--- src/rtl/tvp5147_init_sequencer.sv ---
// Power-up register loader for a TVP5147M1 decoder: writes a fixed register table
// over an external I2C master, optionally reads each entry back, and retries failures.
module tvp5147_init_sequencer #(
   parameter logic [7:0]  DEV_ADDR     = 8'hB8,
   parameter logic [19:0] PWR_DELAY    = 20'd100000,
   parameter int          RETRY_MAX    = 3,
   parameter logic [15:0] BUSY_TIMEOUT = 16'd1000,
   parameter int          VERIFY       = 1
) (
   input  logic       i_clk,
   input  logic       reset,
   input  logic       start,
   output logic [7:0] o_addr_w_rw,
   output logic [7:0] o_sub_addr,
   output logic [7:0] o_data_write,
   output logic       o_req_trans,
   input  logic [7:0] i_data_out,
   input  logic       i_valid_out,
   input  logic       i_busy,
   input  logic       i_nack,
   output logic       done,
   output logic       error,
   output logic       o_busy,
   output logic [2:0] o_index
);

   localparam int NUM_ENTRIES = 5;
   localparam logic [7:0] RETRY_LIM = 8'(RETRY_MAX);

   localparam logic [3:0] S_IDLE          = 4'd0;
   localparam logic [3:0] S_PWR_WAIT      = 4'd1;
   localparam logic [3:0] S_WR_REQ        = 4'd2;
   localparam logic [3:0] S_WR_WAIT_HI    = 4'd3;
   localparam logic [3:0] S_WR_WAIT_LO    = 4'd4;
   localparam logic [3:0] S_RD_REQ        = 4'd5;
   localparam logic [3:0] S_RD_WAIT_HI    = 4'd6;
   localparam logic [3:0] S_RD_WAIT_VALID = 4'd7;
   localparam logic [3:0] S_CHECK         = 4'd8;
   localparam logic [3:0] S_NEXT          = 4'd9;
   localparam logic [3:0] S_DONE          = 4'd10;
   localparam logic [3:0] S_ERROR         = 4'd11;

   // {sub_addr, data} for each table entry
   function automatic logic [15:0] table_entry(input logic [2:0] idx);
      case (idx)
         3'd0:    table_entry = {8'h00, 8'h00};
         3'd1:    table_entry = {8'h02, 8'h00};
         3'd2:    table_entry = {8'h03, 8'h6D};
         3'd3:    table_entry = {8'h0D, 8'h47};
         3'd4:    table_entry = {8'h34, 8'h11};
         default: table_entry = 16'h0000;
      endcase
   endfunction

   logic [3:0]  state;
   logic [19:0] pwr_cnt;
   logic [15:0] to_cnt;
   logic [7:0]  retry_cnt;
   logic        nack_lat;
   logic [7:0]  rd_data;
   logic [15:0] entry;
   logic        fail;

   assign entry  = table_entry(o_index);
   assign done   = (state == S_DONE);
   assign error  = (state == S_ERROR);
   assign o_busy = !((state == S_IDLE) || (state == S_DONE) || (state == S_ERROR));

   // A NACK coinciding with valid read data still counts as a failed read.
   always_comb begin
      fail = 1'b0;
      case (state)
         S_WR_WAIT_LO:    fail = !i_busy && (nack_lat || i_nack);
         S_RD_WAIT_VALID: fail = i_valid_out ? (nack_lat || i_nack) : !i_busy;
         S_CHECK:         fail = (rd_data != entry[7:0]);
         default:         fail = 1'b0;
      endcase
   end

   always_ff @(posedge i_clk) begin
      o_req_trans <= 1'b0;
      if (reset) begin
         state        <= S_IDLE;
         pwr_cnt      <= '0;
         to_cnt       <= '0;
         retry_cnt    <= '0;
         nack_lat     <= 1'b0;
         rd_data      <= '0;
         o_index      <= '0;
         o_addr_w_rw  <= '0;
         o_sub_addr   <= '0;
         o_data_write <= '0;
      end else if (fail) begin
         if (retry_cnt < RETRY_LIM) begin
            retry_cnt <= retry_cnt + 8'd1;
            state     <= S_WR_REQ;
         end else begin
            state <= S_ERROR;
         end
      end else begin
         case (state)
            S_IDLE, S_DONE, S_ERROR: begin
               if (start) begin
                  state     <= S_PWR_WAIT;
                  pwr_cnt   <= '0;
                  o_index   <= '0;
                  retry_cnt <= '0;
               end
            end
            S_PWR_WAIT: begin
               if (pwr_cnt + 20'd1 >= PWR_DELAY) state <= S_WR_REQ;
               else pwr_cnt <= pwr_cnt + 20'd1;
            end
            S_WR_REQ: begin
               if (!i_busy) begin
                  o_addr_w_rw  <= DEV_ADDR;
                  o_sub_addr   <= entry[15:8];
                  o_data_write <= entry[7:0];
                  o_req_trans  <= 1'b1;
                  nack_lat     <= 1'b0;
                  to_cnt       <= '0;
                  state        <= S_WR_WAIT_HI;
               end
            end
            S_WR_WAIT_HI: begin
               if (i_busy) begin
                  nack_lat <= i_nack;
                  state    <= S_WR_WAIT_LO;
               end else if (to_cnt + 16'd1 >= BUSY_TIMEOUT) begin
                  state <= S_ERROR;
               end else begin
                  to_cnt <= to_cnt + 16'd1;
               end
            end
            S_WR_WAIT_LO: begin
               if (i_nack) nack_lat <= 1'b1;
               if (!i_busy) state <= (VERIFY != 0) ? S_RD_REQ : S_NEXT;
            end
            S_RD_REQ: begin
               if (!i_busy) begin
                  o_addr_w_rw  <= DEV_ADDR | 8'h01;
                  o_sub_addr   <= entry[15:8];
                  o_data_write <= entry[7:0];
                  o_req_trans  <= 1'b1;
                  nack_lat     <= 1'b0;
                  to_cnt       <= '0;
                  state        <= S_RD_WAIT_HI;
               end
            end
            S_RD_WAIT_HI: begin
               if (i_busy) begin
                  nack_lat <= i_nack;
                  state    <= S_RD_WAIT_VALID;
               end else if (to_cnt + 16'd1 >= BUSY_TIMEOUT) begin
                  state <= S_ERROR;
               end else begin
                  to_cnt <= to_cnt + 16'd1;
               end
            end
            S_RD_WAIT_VALID: begin
               if (i_valid_out) begin
                  rd_data <= i_data_out;
                  state   <= S_CHECK;
               end else if (i_nack) begin
                  nack_lat <= 1'b1;
               end
            end
            S_CHECK: state <= S_NEXT;
            S_NEXT: begin
               retry_cnt <= '0;
               if (o_index == 3'(NUM_ENTRIES - 1)) begin
                  state <= S_DONE;
               end else begin
                  o_index <= o_index + 3'd1;
                  state   <= S_WR_REQ;
               end
            end
            default: state <= S_IDLE;
         endcase
      end
   end

endmodule

--- config.mk ---
export PLATFORM = sky130hd
export DESIGN_NAME = tvp5147_init_sequencer
export DESIGN_NICKNAME = d
export VERILOG_FILES = /design/src/rtl/tvp5147_init_sequencer.sv
export SDC_FILE = /design/constraint.sdc
export NUM_CORES = 1
export LEC_CHECK = 0
export ABC_AREA = 1
export BUFFER_PORTS_ARGS = -buffer_cell sky130_fd_sc_hd__buf_2
export CAP_MARGIN = 20
export CORE_MARGIN = 2
export CORE_UTILIZATION = 64
export DETAILED_ROUTE_END_ITERATION = 6
export PLACE_DENSITY = 0.95
export SYNTH_ARGS = -nofsm -noshare
export SYNTH_HDL_FRONTEND = slang
export SYNTH_SLANG_ARGS = --single-unit
export TNS_END_PERCENT = 20
--- constraint.sdc ---
create_clock -name i_clk -period 6.1 [get_ports i_clk]
set_clock_uncertainty 0.1 [all_clocks]
set_input_delay 0.61 -clock i_clk [delete_from_list [all_inputs] [get_ports i_clk]]
set_output_delay 0.61 -clock i_clk [all_outputs]
set_load 0.01 [all_outputs]
# Word-level counts from Yosys, hierarchy flattened
# Cells that the tools add are included.
[totals]
output_inout_bits = 31
word_cells = 119
regBits = 85
in_bits = 14
[op_classes]
order_cmp = 3
add_sub_neg = 4
bitwise_logic = 3
n_mux = 39
eq_ne = 33
n_reduce_logical = 26
[op_table]
columns = ["op", "count"]
rows = [
  ["14-bit one-hot mux with 4 select lines", 1],
  ["16-bit 2-to-1 mux", 3],
  ["4-bit 2-to-1 mux", 12],
  ["20-bit 2-to-1 mux", 2],
  ["8-bit 2-to-1 mux", 5],
  ["20-bit one-hot mux with 2 select lines", 1],
  ["4-bit one-hot mux with 10 select lines", 1],
  ["16-bit one-hot mux with 2 select lines", 1],
  ["8-bit one-hot mux with 2 select lines", 2],
  ["20-bit by 1-bit adder with 20-bit output (second input constant)", 1],
  ["20-bit by 17-bit >= comparator with 1-bit output (second input constant)", 1],
  ["2-bit != test (second input constant)", 9],
  ["3-bit != test (second input constant)", 6],
  ["16-bit by 1-bit adder with 16-bit output (second input constant)", 1],
  ["4-bit by 3-bit == test with 1-bit output (second input constant)", 4],
  ["4-bit == test (second input constant)", 4],
  ["16-bit by 10-bit >= comparator with 1-bit output (second input constant)", 1],
  ["4-bit AND reduction", 3],
  ["5-bit AND reduction", 2],
  ["3-bit AND reduction", 3],
  ["8-bit by 1-bit adder with 8-bit output (second input constant)", 1],
  ["4-bit by 2-bit == test with 1-bit output (second input constant)", 2],
  ["8-bit by 2-bit < comparator with 1-bit output (second input constant)", 1],
  ["8-bit != test", 1],
  ["other kinds (22)", 40],
]

# Longest topological paths before layout
[depth]
depth_word = 6
mapped_depth = 18
depth_no_buf = 17

# Worst setup path before layout
# Ideal clock, no wire load.
[synth_timing]
path_type = "reg2reg"
start = "register o_index[1]"
end = "register retry_cnt[1]"
arrival_time_ns = 1.994
required_time_ns = 5.872
stages_incl_launch_ff = 15
setup_ns = 0.128
slack_ns = 3.878
period_less_slack_ns = 2.222
path_buffers = 0
path_cell_list = "dfxtp_1 > inv_1 > ha_1 > nand2_1 > nand3_1 > xor2_1 > nand4_1 > nand2_1 > nand2_1 > nor3_2 > inv_1 > nand2_1 > nand2_1 > nand2_1 > nor2_1"
[synth_between]
elab_chain_len = 6
elab_cells_between_ends = 12
cone_classes = "7 x eq/ne; 3 x mux; 2 x reduce/logical"
[synth_rtl]
columns = ["item", "line", "source"]
rows = [
  ["from (decl)", "24", "output logic [2:0] o_index"],
  ["from (signal assigned)", "174", "o_index <= o_index + 3'd1;"],
  ["3-bit == test, or another cell as far along", "45", "case (idx)"],
  ["14-bit one-hot mux with 4 select lines (*)", "45", ""],
  ["8-bit != test (*)", "75", "S_CHECK: fail = (rd_data != entry[7:0]);"],
  ["1-bit one-hot mux with 3 select lines (*)", "72", "case (state)"],
  ["3-bit != test (no line), or another cell as far along", "n/a", ""],
  ["3-bit AND reduction (no line)", "n/a", ""],
  ["to (signal assigned)", "95", "retry_cnt <= retry_cnt + 8'd1;"],
  ["to (decl)", "58", "logic [7:0] retry_cnt;"],
]
# Mark *: on every way between the ends. The rest lies on a longest branch, timed or not.
# A chain may end at the register's enable or synchronous reset.

# Worst setup path after layout
[layout_timing]
start = "register o_index[1]"
end = "register rd_data[5]"
[layout_between]
elab_chain_len = 6
elab_cells_between_ends = 9
cone_classes = "5 x eq/ne; 2 x mux; 1 x bitwise; 1 x reduce/logical"
[layout_rtl]
columns = ["item", "line", "source"]
rows = [
  ["3-bit == test, or another cell as far along", "45", ""],
  ["14-bit one-hot mux with 4 select lines (*)", "45", ""],
  ["8-bit != test (*)", "75", ""],
  ["1-bit one-hot mux with 3 select lines (*)", "72", ""],
  ["1-bit NOT (no line) (*)", "n/a", ""],
  ["3-bit AND reduction (no line) (*)", "n/a", ""],
  ["to (signal assigned)", "162", "rd_data <= i_data_out;"],
  ["to (decl)", "60", "logic [7:0] rd_data;"],
]
# Marks and branches as above.

==> impl_results.md <==
- Synth area leaders: dfxtp_1 (34%), nand2_1 (14%), nor2_1 (7.1%)
- Final RePlAce weighted congestion: around 0.95
- Die extent in y: between 80 and 90 µm
- Commonest non-fill, non-tap cell in the layout: nand2_1
- Status: finished clean
- Initial antenna violation count: 0
- PortBufs: 38
- Clock transition at the registers of the reported paths: about 80 ps
- Total GRT Usage: 0.2755
- Maximum vdd drop: roughly 0.00026 V
- # diodes: 0
- Final Max Slew Viols: 0
- Rel. slew slack: 0.4635
- Synth Area in Adders: 0.02435
- #FFs+latches synth: 70
- Cts hold-fix bufs: 0
- Final hold violation count: 0
- First-pass GRT wire length: between 15 and 20 mm
- Vias in the first global route: around 4k
- Largest family of logic cells by synthesized area: simple AND/OR/NAND/NOR gates
- Grt ovf: 0
- Leakage: ~1.9 nW
- Clk sink count: 70
- Pwr Density: approximately 320 nW/µm²
- Synthesized area per cell: 6.566 µm²
- Core area: between 6000 and 7000 µm²
- Post-synth top flop: dfxtp_1
- Minimum clock period: just under 3000 ps
- Final Cycle Share: 0.4842
- CTS tree: done
- Synth top area share: 0.3409
- I/O pin cnt: 45
- Ys Warns: 0
- Crit-path max FO: 16
- Via count: about 4.2k
- Drt first pass iters: 6
- Tightest Pin Transition: around 800 ps
- Setup tns final: 0 ps
- Final WL: between 9 and 10 mm
- DRC violations left: 0
- Inserted Clock Buffers: 9
- Async SR Flop Fraction: 0
- Endpoint class of the critical path: register
- Fill count: ~490
- Max Cap Viol: 0
- Required time of the critical path: roughly 6200 ps
- Pre-CTS WS: between 3000 and 4000 ps
- RSZ-0062 raised after global routing: false
- Sequential share of the synthesized area: 0.3409
- Area leader, netlist: dfxtp_1
- Endpoints failing setup: 0
- Final-stage net count: approximately 670
- Post-route ant nets: 0
- Syn Inst Count: 626
- Post-synthesis mux area share: 0
- Initial Util: 0.6548
- DR WL/cell: between 10 and 15 µm
- Finished Core Util: 0.7046
- Synth Area in XOR/XNOR: 0.02557
- Setup repair bufs after CTS: 0
- Crit path kind: register to register
- Rows: 29
- Routed vias/inst: roughly 5.7
- Layout cells sized above 1: 0.1359
- CP Launch Type: register
- Hold Path Class: register to register
- Critical path arrival: between 3000 and 4000 ps
- EDFF count, synth: 0
- Resized cells post-CTS: 0
- Setup ws final: between 3000 and 4000 ps
- Clock latency on the worst-skew pair: between 300 and 400 ps
- Clk root buf: clkbuf_8
- DP HPWL: around 7 mm
- Synth-to-Final Area Change: 7.610%
- DR iter-0 viols: ~410
- Simple-gate share of the synthesized area: 0.3647
- FMAX: about 340 MHz
- Cell Area, Synth: a little over 4000 µm²
- Post-synthesis compound-gate area fraction: 0.1294
- Die width: about 84 µm
- Die area: between 7000 and 8000 µm²
- Maximum buffer depth of the clock tree: 2
- Most frequent cells in the layout: nand2_1 (154), nor2_1 (78), dfxtp_1 (70)
- Cell variety after synth: 39
- Largest net degree at the start of global routing: 47
- CTS H-tree lvls: 3
-- where the power goes --
| group | switching (mW) | internal, mW |
|---|---|---|
| Combinational | 0.345 | 0.150 |
| Sequential | 0.0510 | 0.505 |
| Clock | 0.181 | 0.198 |
-- layer usage --
| metal | global-route usage | wire length (µm) | vias to the layer above |
|---|---|---|---|
| li1 | - | - | 2042 |
| met1 | 0.3152 | 3973 | 1896 |
| met2 | 0.4892 | 4788 | 189 |
| met3 | 0.07080 | 637 | 26 |
| met4 | 0.1100 | 228 | 0 |
| met5 | 0 | 0 | - |
-- cells by family (layout without fill, tap and decap cells) --
group,after synthesis,in the layout
AO/OA/AOI/OAI,96,96
XOR/XNOR,12,12
adder cells (fa/ha/maj),8,8
buffers and inverters,103,127
flip-flops,70,70
other,1,6
AND/OR/NAND/NOR,336,336
-- Yosys cell counts, types with 3 or more instances --
| cell type | n |
|---|---|
| a21oi_1 | 45 |
| a21oi_2 | 5 |
| buf_2 | 3 |
| buf_4 | 17 |
| clkbuf_1 | 9 |
| dfxtp_1 | 70 |
| ha_1 | 8 |
| inv_1 | 66 |
| inv_2 | 4 |
| nand2_1 | 154 |
| nand2_2 | 6 |
| nand3_1 | 33 |
| nand3_2 | 4 |
| nand4_1 | 19 |
| nor2_1 | 78 |
| nor2_2 | 10 |
| nor3_1 | 10 |
| nor3b_1 | 6 |
| o21ai_0 | 33 |
| o21bai_1 | 3 |
| or2_0 | 7 |
| or2_1 | 3 |
| xnor2_1 | 3 |
| xor2_1 | 9 |
-- final timing paths --
path | to | from | slack, ps | cells past startpoint
worst min-delay path | rd_data[7] | rd_data[7] | 370 | 2
worst max register to register | rd_data[5] | o_index[1] | 3150 | 12
worst max-delay path | rd_data[5] | o_index[1] | 3150 | 12
worst min register to register | rd_data[7] | rd_data[7] | 370 | 2
-- stage by stage --
step	hold WS (ps)	power, mW	instance area, µm²	instances
final	369.1	1.430	4423	732
after global routing	383.8	1.525	4423	732
after CTS	369.4	1.426	4423	732
after detailed placement	357.2	1.050	4224	716
after global placement	345.8	1.026	4224	716
after floorplan	323.5	0.9690	4129	631
-- flip-flops by register name, indices dropped and copies added (netlist names) --
signal	count
to_cnt	16
nack_lat	1
o_index	3
state	4
o_req_trans	1
pwr_cnt	20
retry_cnt	8
o_sub_addr	5
o_addr_w_rw	2
o_data_write	2
rd_data	8
-- cell type report --
class | instances | area [µm²] | share of cell area
multi-input combinational | 458 | 2258 | 0.5106
inverter | 72 | 270.3 | 0.06110
timing repair buffer | 39 | 197.7 | 0.04470
tap | 77 | 96.34 | 0.02178
sequential | 70 | 1401 | 0.3168
clock inverter | 6 | 61.31 | 0.01386
clock buffer | 10 | 137.6 | 0.03112
-- critical path, cell delays in order, from the launching register on --
cell	delay, ps
dfxtp_1	470
inv_1	100
ha_1	190
nand2_1	220
nand3_1	180
xor2_1	170
nand4_1	120
nand2_1	80
nand2_1	120
inv_1	320
nand2_1	360
o21ai_0	320
a21oi_1	80
Note: power is estimated with default switching activity, not from simulation.
